[src/rtl/pong_pkg.sv]
// Constants and helpers shared by the pong blocks: screen geometry,
// quadrature state codes and the decoder's FSM/move types.
package pong_pkg;

    localparam int SCREEN_W = 640;
    localparam int SCREEN_H = 480;
    localparam int PADDLE_H = 80;

    localparam logic [1:0] QS_00 = 2'b00;
    localparam logic [1:0] QS_01 = 2'b01;
    localparam logic [1:0] QS_11 = 2'b11;
    localparam logic [1:0] QS_10 = 2'b10;

    typedef enum logic {ST_INIT, ST_TRACK} dec_state_t;
    typedef enum logic [1:0] {MV_NONE, MV_CW, MV_CCW, MV_ILLEGAL} quad_move_t;

    // Clockwise successor in the Gray sequence 00->01->11->10->00.
    function automatic logic [1:0] qs_next_cw(input logic [1:0] qs);
        case (qs)
            QS_00:   return QS_01;
            QS_01:   return QS_11;
            QS_11:   return QS_10;
            default: return QS_00;
        endcase
    endfunction

    function automatic quad_move_t classify_move(input logic [1:0] prev, input logic [1:0] cur);
        if (cur == prev)
            return MV_NONE;
        else if (cur == qs_next_cw(prev))
            return MV_CW;
        else if (prev == qs_next_cw(cur))
            return MV_CCW;
        else
            return MV_ILLEGAL;
    endfunction

endpackage

[src/rtl/rotary_paddle_decoder_debouncer.sv]
// One encoder channel: two-flop synchronizer followed by a stable-count debouncer.
// i_load bypasses the debounce and copies the synchronized pin straight into stable.
module input_debouncer
    import pong_pkg::*;
#(
    parameter int DEBOUNCE_CYCLES = 100000
) (
    input  logic CLK,
    input  logic RESET,
    input  logic i_pin,
    input  logic i_load,
    output logic o_sync,
    output logic o_stable
);

    localparam int               CNT_W    = $clog2(DEBOUNCE_CYCLES + 1);
    localparam logic [CNT_W-1:0] CNT_LAST = CNT_W'(DEBOUNCE_CYCLES - 1);

    logic             r_meta;
    logic             r_sync;
    logic             r_stable;
    logic [CNT_W-1:0] r_cnt;

    always_ff @(posedge CLK) begin
        if (RESET) begin
            r_meta   <= 1'b0;
            r_sync   <= 1'b0;
            r_stable <= 1'b0;
            r_cnt    <= '0;
        end else begin
            r_meta <= i_pin;
            r_sync <= r_meta;
            if (i_load) begin
                r_stable <= r_sync;
                r_cnt    <= '0;
            end else if (r_sync == r_stable) begin
                r_cnt <= '0;
            end else if (r_cnt == CNT_LAST) begin
                r_stable <= r_sync;
                r_cnt    <= '0;
            end else begin
                r_cnt <= r_cnt + CNT_W'(1);
            end
        end
    end

    assign o_sync   = r_sync;
    assign o_stable = r_stable;

endmodule

[src/rtl/rotary_paddle_decoder.sv]
// Quadrature encoder to paddle Y position: per-channel debounce, INIT/TRACK
// decoder FSM with a signed substep counter, and a saturating position register.
module rotary_paddle_decoder
    import pong_pkg::*;
#(
    parameter int         DEBOUNCE_CYCLES = 100000,
    parameter logic [9:0] STEP            = 10'd8,
    parameter logic [9:0] POS_MIN         = 10'd0,
    parameter logic [9:0] POS_MAX         = 10'(SCREEN_H - PADDLE_H),
    parameter logic [9:0] POS_INIT        = 10'd200
) (
    input  logic       CLK,
    input  logic       RESET,
    input  logic       rota,
    input  logic       rotb,
    output logic [9:0] paddle_pos,
    output logic       step_valid,
    output logic       step_dir,
    output logic       quad_error
);

    logic              w_sync_a;
    logic              w_sync_b;
    logic              w_stable_a;
    logic              w_stable_b;
    logic              w_load;
    logic [1:0]        w_cur;
    quad_move_t        w_move;
    logic signed [3:0] w_sub_ext;
    logic signed [3:0] w_sub_next;

    dec_state_t        r_state;
    logic [1:0]        r_init_cnt;
    logic [1:0]        r_prev;
    logic signed [2:0] r_substep;

    function automatic logic [9:0] sat_inc(input logic [9:0] pos);
        logic [10:0] sum;
        sum = {1'b0, pos} + {1'b0, STEP};
        return (sum > {1'b0, POS_MAX}) ? POS_MAX : sum[9:0];
    endfunction

    // Bit 10 of the difference is the borrow out of a subtraction below zero.
    function automatic logic [9:0] sat_dec(input logic [9:0] pos);
        logic [10:0] diff;
        diff = {1'b0, pos} - {1'b0, STEP};
        return (diff[10] || (diff[9:0] < POS_MIN)) ? POS_MIN : diff[9:0];
    endfunction

    input_debouncer #(.DEBOUNCE_CYCLES(DEBOUNCE_CYCLES)) u_deb_a (
        .CLK(CLK), .RESET(RESET), .i_pin(rota), .i_load(w_load),
        .o_sync(w_sync_a), .o_stable(w_stable_a)
    );

    input_debouncer #(.DEBOUNCE_CYCLES(DEBOUNCE_CYCLES)) u_deb_b (
        .CLK(CLK), .RESET(RESET), .i_pin(rotb), .i_load(w_load),
        .o_sync(w_sync_b), .o_stable(w_stable_b)
    );

    // Third INIT cycle: the synchronizers have settled, so seed stable and prev.
    assign w_load    = (r_state == ST_INIT) && (r_init_cnt == 2'd2);
    assign w_cur     = {w_stable_a, w_stable_b};
    assign w_move    = classify_move(r_prev, w_cur);
    assign w_sub_ext = {r_substep[2], r_substep};

    always_comb begin
        w_sub_next = w_sub_ext;
        case (w_move)
            MV_CW:   w_sub_next = w_sub_ext + 4'sd1;
            MV_CCW:  w_sub_next = w_sub_ext - 4'sd1;
            default: w_sub_next = w_sub_ext;
        endcase
    end

    always_ff @(posedge CLK) begin
        if (RESET) begin
            r_state    <= ST_INIT;
            r_init_cnt <= 2'd0;
            r_prev     <= QS_00;
            r_substep  <= 3'sd0;
            paddle_pos <= POS_INIT;
            step_valid <= 1'b0;
            step_dir   <= 1'b0;
            quad_error <= 1'b0;
        end else begin
            step_valid <= 1'b0;
            quad_error <= 1'b0;
            case (r_state)
                ST_INIT: begin
                    if (w_load) begin
                        r_prev  <= {w_sync_a, w_sync_b};
                        r_state <= ST_TRACK;
                    end else begin
                        r_init_cnt <= r_init_cnt + 2'd1;
                    end
                end
                default: begin
                    r_prev <= w_cur;
                    if (w_move == MV_ILLEGAL) begin
                        quad_error <= 1'b1;
                        r_substep  <= 3'sd0;
                    end else if (w_sub_next == 4'sd4) begin
                        r_substep  <= 3'sd0;
                        step_valid <= 1'b1;
                        step_dir   <= 1'b1;
                        paddle_pos <= sat_inc(paddle_pos);
                    end else if (w_sub_next == -4'sd4) begin
                        r_substep  <= 3'sd0;
                        step_valid <= 1'b1;
                        step_dir   <= 1'b0;
                        paddle_pos <= sat_dec(paddle_pos);
                    end else begin
                        r_substep <= w_sub_next[2:0];
                    end
                end
            endcase
        end
    end

endmodule

[config.mk]
export PLATFORM = sky130hd
export DESIGN_NAME = rotary_paddle_decoder
export DESIGN_NICKNAME = d
export VERILOG_FILES = /design/src/rtl/pong_pkg.sv /design/src/rtl/rotary_paddle_decoder_debouncer.sv /design/src/rtl/rotary_paddle_decoder.sv
export SDC_FILE = /design/constraint.sdc
export NUM_CORES = 1
export LEC_CHECK = 0
export ABC_AREA = 1
export CAP_MARGIN = 20
export CORE_MARGIN = 8
export CORE_UTILIZATION = 45
export DETAILED_ROUTE_END_ITERATION = 8
export HOLD_SLACK_MARGIN = 0.15
export PLACE_DENSITY = 0.7
export RECOVER_POWER = 50
export SLEW_MARGIN = 20
export SYNTH_ARGS = -nofsm -noshare
export SYNTH_HDL_FRONTEND = slang
export SYNTH_SLANG_ARGS = --single-unit
[constraint.sdc]
create_clock -name CLK -period 2.7 [get_ports CLK]
set_input_delay 0.54 -clock CLK [delete_from_list [all_inputs] [get_ports CLK]]
set_output_delay 0.54 -clock CLK [all_outputs]
set_load 0.03 [all_outputs]
==> flow_metrics.tcl <==
set metrics [dict create \
    final_util 0.542 \
    wl_met3_um 268 \
    tritoncts "yes" \
    synthArstFlopShare 0 \
    layout_commonest_cell "nand2_1" \
    dp_hpwl_mm 4.55 \
    fmax_mhz 390 \
    drcViolationCount 0 \
    multi_input_area_mm2 0.00182 \
    worstHoldStart "u_deb_b.r_meta" \
    dpl_cell_area_mm2 0.00341 \
    post_synth_num_cell_types 39 \
    drive_gt1_frac 0.164 \
    setup_viol 0 \
    min_to "u_deb_b.o_sync" \
    clk_pin_slew_ps 70 \
    layout.nets 472 \
    slew_headroom 0.465 \
    io_buffers 13 \
    die-area_mm2 0.0100 \
    cts.sink_count 58 \
    period_needed_ps 2560 \
    synth_edf_count 0 \
    critPathMaxFanout 6 \
    synth_seq_cells 58 \
    fillers 676 \
    finalWirelength_mm 6.44 \
    holdWs_ps 406 \
    r2r_slack_ps 140 \
    num_io_pins 17 \
    initial_core_util 0.466 \
    num_rows 30 \
    wl_met2_mm 2.92 \
    worst_pin_slew_ps 800 \
    grt_max_degree 18 \
    crit_type "register to register" \
    drtIter0Drc 118 \
    drv_cap 0 \
    final_cell_mix "nand2_1, dfxtp_1, nor2_1" \
    grt_pass1_wl_mm 11.1 \
    syn_area_mm2 0.00318 \
    ir_drop_mv 0.596 \
    required_ps 2920 \
    rr_startpoint "u_deb_b.o_stable" \
    root_buffer "clkbuf_8" \
    r2r_end "paddle_pos[7]" \
    cp-start-kind "register" \
    critPathCaptureType "register" \
    tns_ps 0 \
    slew_viol_final 0 \
    die_h_um 100 \
    grt_pass1_vias 2555 \
    via_per_inst 4.91 \
    grt.total_usage 0.134 \
    synth.yosys.seq_area_share 0.365 \
    die_width_um 100 \
    vias 2751 \
    fin_crit_sh 0.950 \
    routed.top_layer "met4" \
    finish.instance_area_mm2 0.00370 \
    drtAntennaViolNets 0 \
    holdBufCountCts 0 \
    syn2layout_area_growth_pct 16.3 \
    post_drt_wl_per_cell_um 11.5 \
    numCtsBuffers 9 \
    insertedDiodeCount 0 \
    hold_violations 0 \
    grt_antenna_before_repair 0 \
    leakagePower_uw 0.00141 \
    cp.arrival_ps 2790 \
    first_pass_iters 4 \
    register_area_mm2 0.00117 \
    hold_depth 2 \
    power.total_uw 3100 \
    overflow 0 \
    ys.flop_type "dfxtp_1" \
    clk_latency_ps 340 \
    coreArea_mm2 0.00683 \
    syn_area_per_cell_um2 7.34 \
    pwr_density_cell_mw_per_mm2 836 \
    hold_path_class "register to register" \
    reg2reg_depth 14 \
    clk_path_buf_depth 2 \
    status "completed" \
    yosys_warnings 0 \
    wl_met1_mm 3.13 \
    cts_max_level 3 \
    skew_ps 8.19 \
    synthCells 434 \
    gp_congestion 0.883 \
]
==> cell type report <==
cell class	instances	share of cell area
Multi-Input combinational cell	314	0.491
Sequential cell	58	0.316
Inverter	56	0.0568
Timing Repair Buffer	20	0.0493
Clock buffer	9	0.0334
Tap cell	96	0.0324
Clock inverter	7	0.0213
==> sequential cells by signal, summed over array words and instances, names as in the netlist <==
name and cells:
r_substep 3, r_init_cnt 2, u_deb_b.o_stable 1, u_deb_b.o_sync 1, step_dir 1, paddle_pos 7
u_deb_b.r_cnt 17, step_valid 1, r_state 1, u_deb_a.r_meta 1, u_deb_b.r_meta 1, quad_error 1
u_deb_a.r_cnt 17, u_deb_a.o_sync 1, r_prev 2, u_deb_a.o_stable 1
==> metrics by stage <==
step / setup slack [ps] / std cells
after floorplan: 210 / 436
after global placement: 65.9 / 539
after detailed placement: -5.82 / 539
after CTS: 27.0 / 555
after global routing: -26.4 / 560
final: 135 / 560
==> cells in the mapped netlist, drive strengths merged (2+ instances only) <==
master  instances  share of area
nand3b          2         0.0047
nand4          12          0.034
or2             4         0.0079
xor2           21          0.058
nand3          30          0.053
nor3b           8          0.025
nor4            8          0.018
a22oi           2         0.0047
o21ai          12          0.020
inv            55          0.065
dfxtp          58           0.36
ha              9          0.035
nor2           64          0.089
nor3            9          0.020
buf             9          0.018
xnor2           8          0.022
a21oi          17          0.028
nand2         101           0.12
==> metal layers <==
metal,GRT usage,vias up
met5,0,-
met4,0.0488,0
met3,0.0450,14
met2,0.209,43
met1,0.167,1257
li1,-,1437
==> cell families (layout without fill, tap and decap cells) <==
logic type	count (synthesis)	after routing	synth area share
and+or+nand+nor	239	240	0.377
buffers and inverters	65	92	0.0845
DFF	58	58	0.365
AOI/OAI and AO/OA	33	33	0.0574
xor gates and xnor gates	29	29	0.0798
adders and majority gates	9	9	0.0354
other	1	3	0.00118
==> timing repair <==
item,4_1_cts,5_1_grt
pin swaps,0,6
gates resized for setup,3,17
cloned,0,1
setup endpoints to repair,2,8
buffers inserted,0,4
endpoints found under the hold margin,0,0
==> worst max-delay path: stages (launching register included) <==
cell,delay (ps)
dfxtp_4,370
xnor2_2,150
o21ai_1,180
inv_2,80
ha_4,180
or2_1,220
and2_1,140
ha_1,260
nand2_1,80
nand2_2,70
nor2_4,170
nand4_4,170
buf_4,180
a21oi_1,120
nand3_1,90
==> power by group <==
| group | internal [uW] | leakage (uW) | switching (uW) |
|---|---|---|---|
| Combinational | 440 | 0.000846 | 851 |
| Sequential | 925 | 0.000472 | 77.3 |
| Clock | 431 | 0.0000921 | 371 |
==> how the worst max path moves through the flow <==
stage	endpoint	slack, ps	depth (start not counted)	start
2_1_floorplan	paddle_pos[4]	210	17	u_deb_a.o_stable
3_3_place_gp	paddle_pos[6]	70	17	u_deb_b.o_stable
3_5_place_dp	paddle_pos[6]	-6	17	u_deb_b.o_stable
4_1_cts	paddle_pos[6]	30	15	u_deb_b.o_stable
5_1_grt	paddle_pos[6]	-30	17	u_deb_b.o_stable
6_report	paddle_pos[7]	140	14	u_deb_b.o_stable
Power figures use the tool's default switching activity.
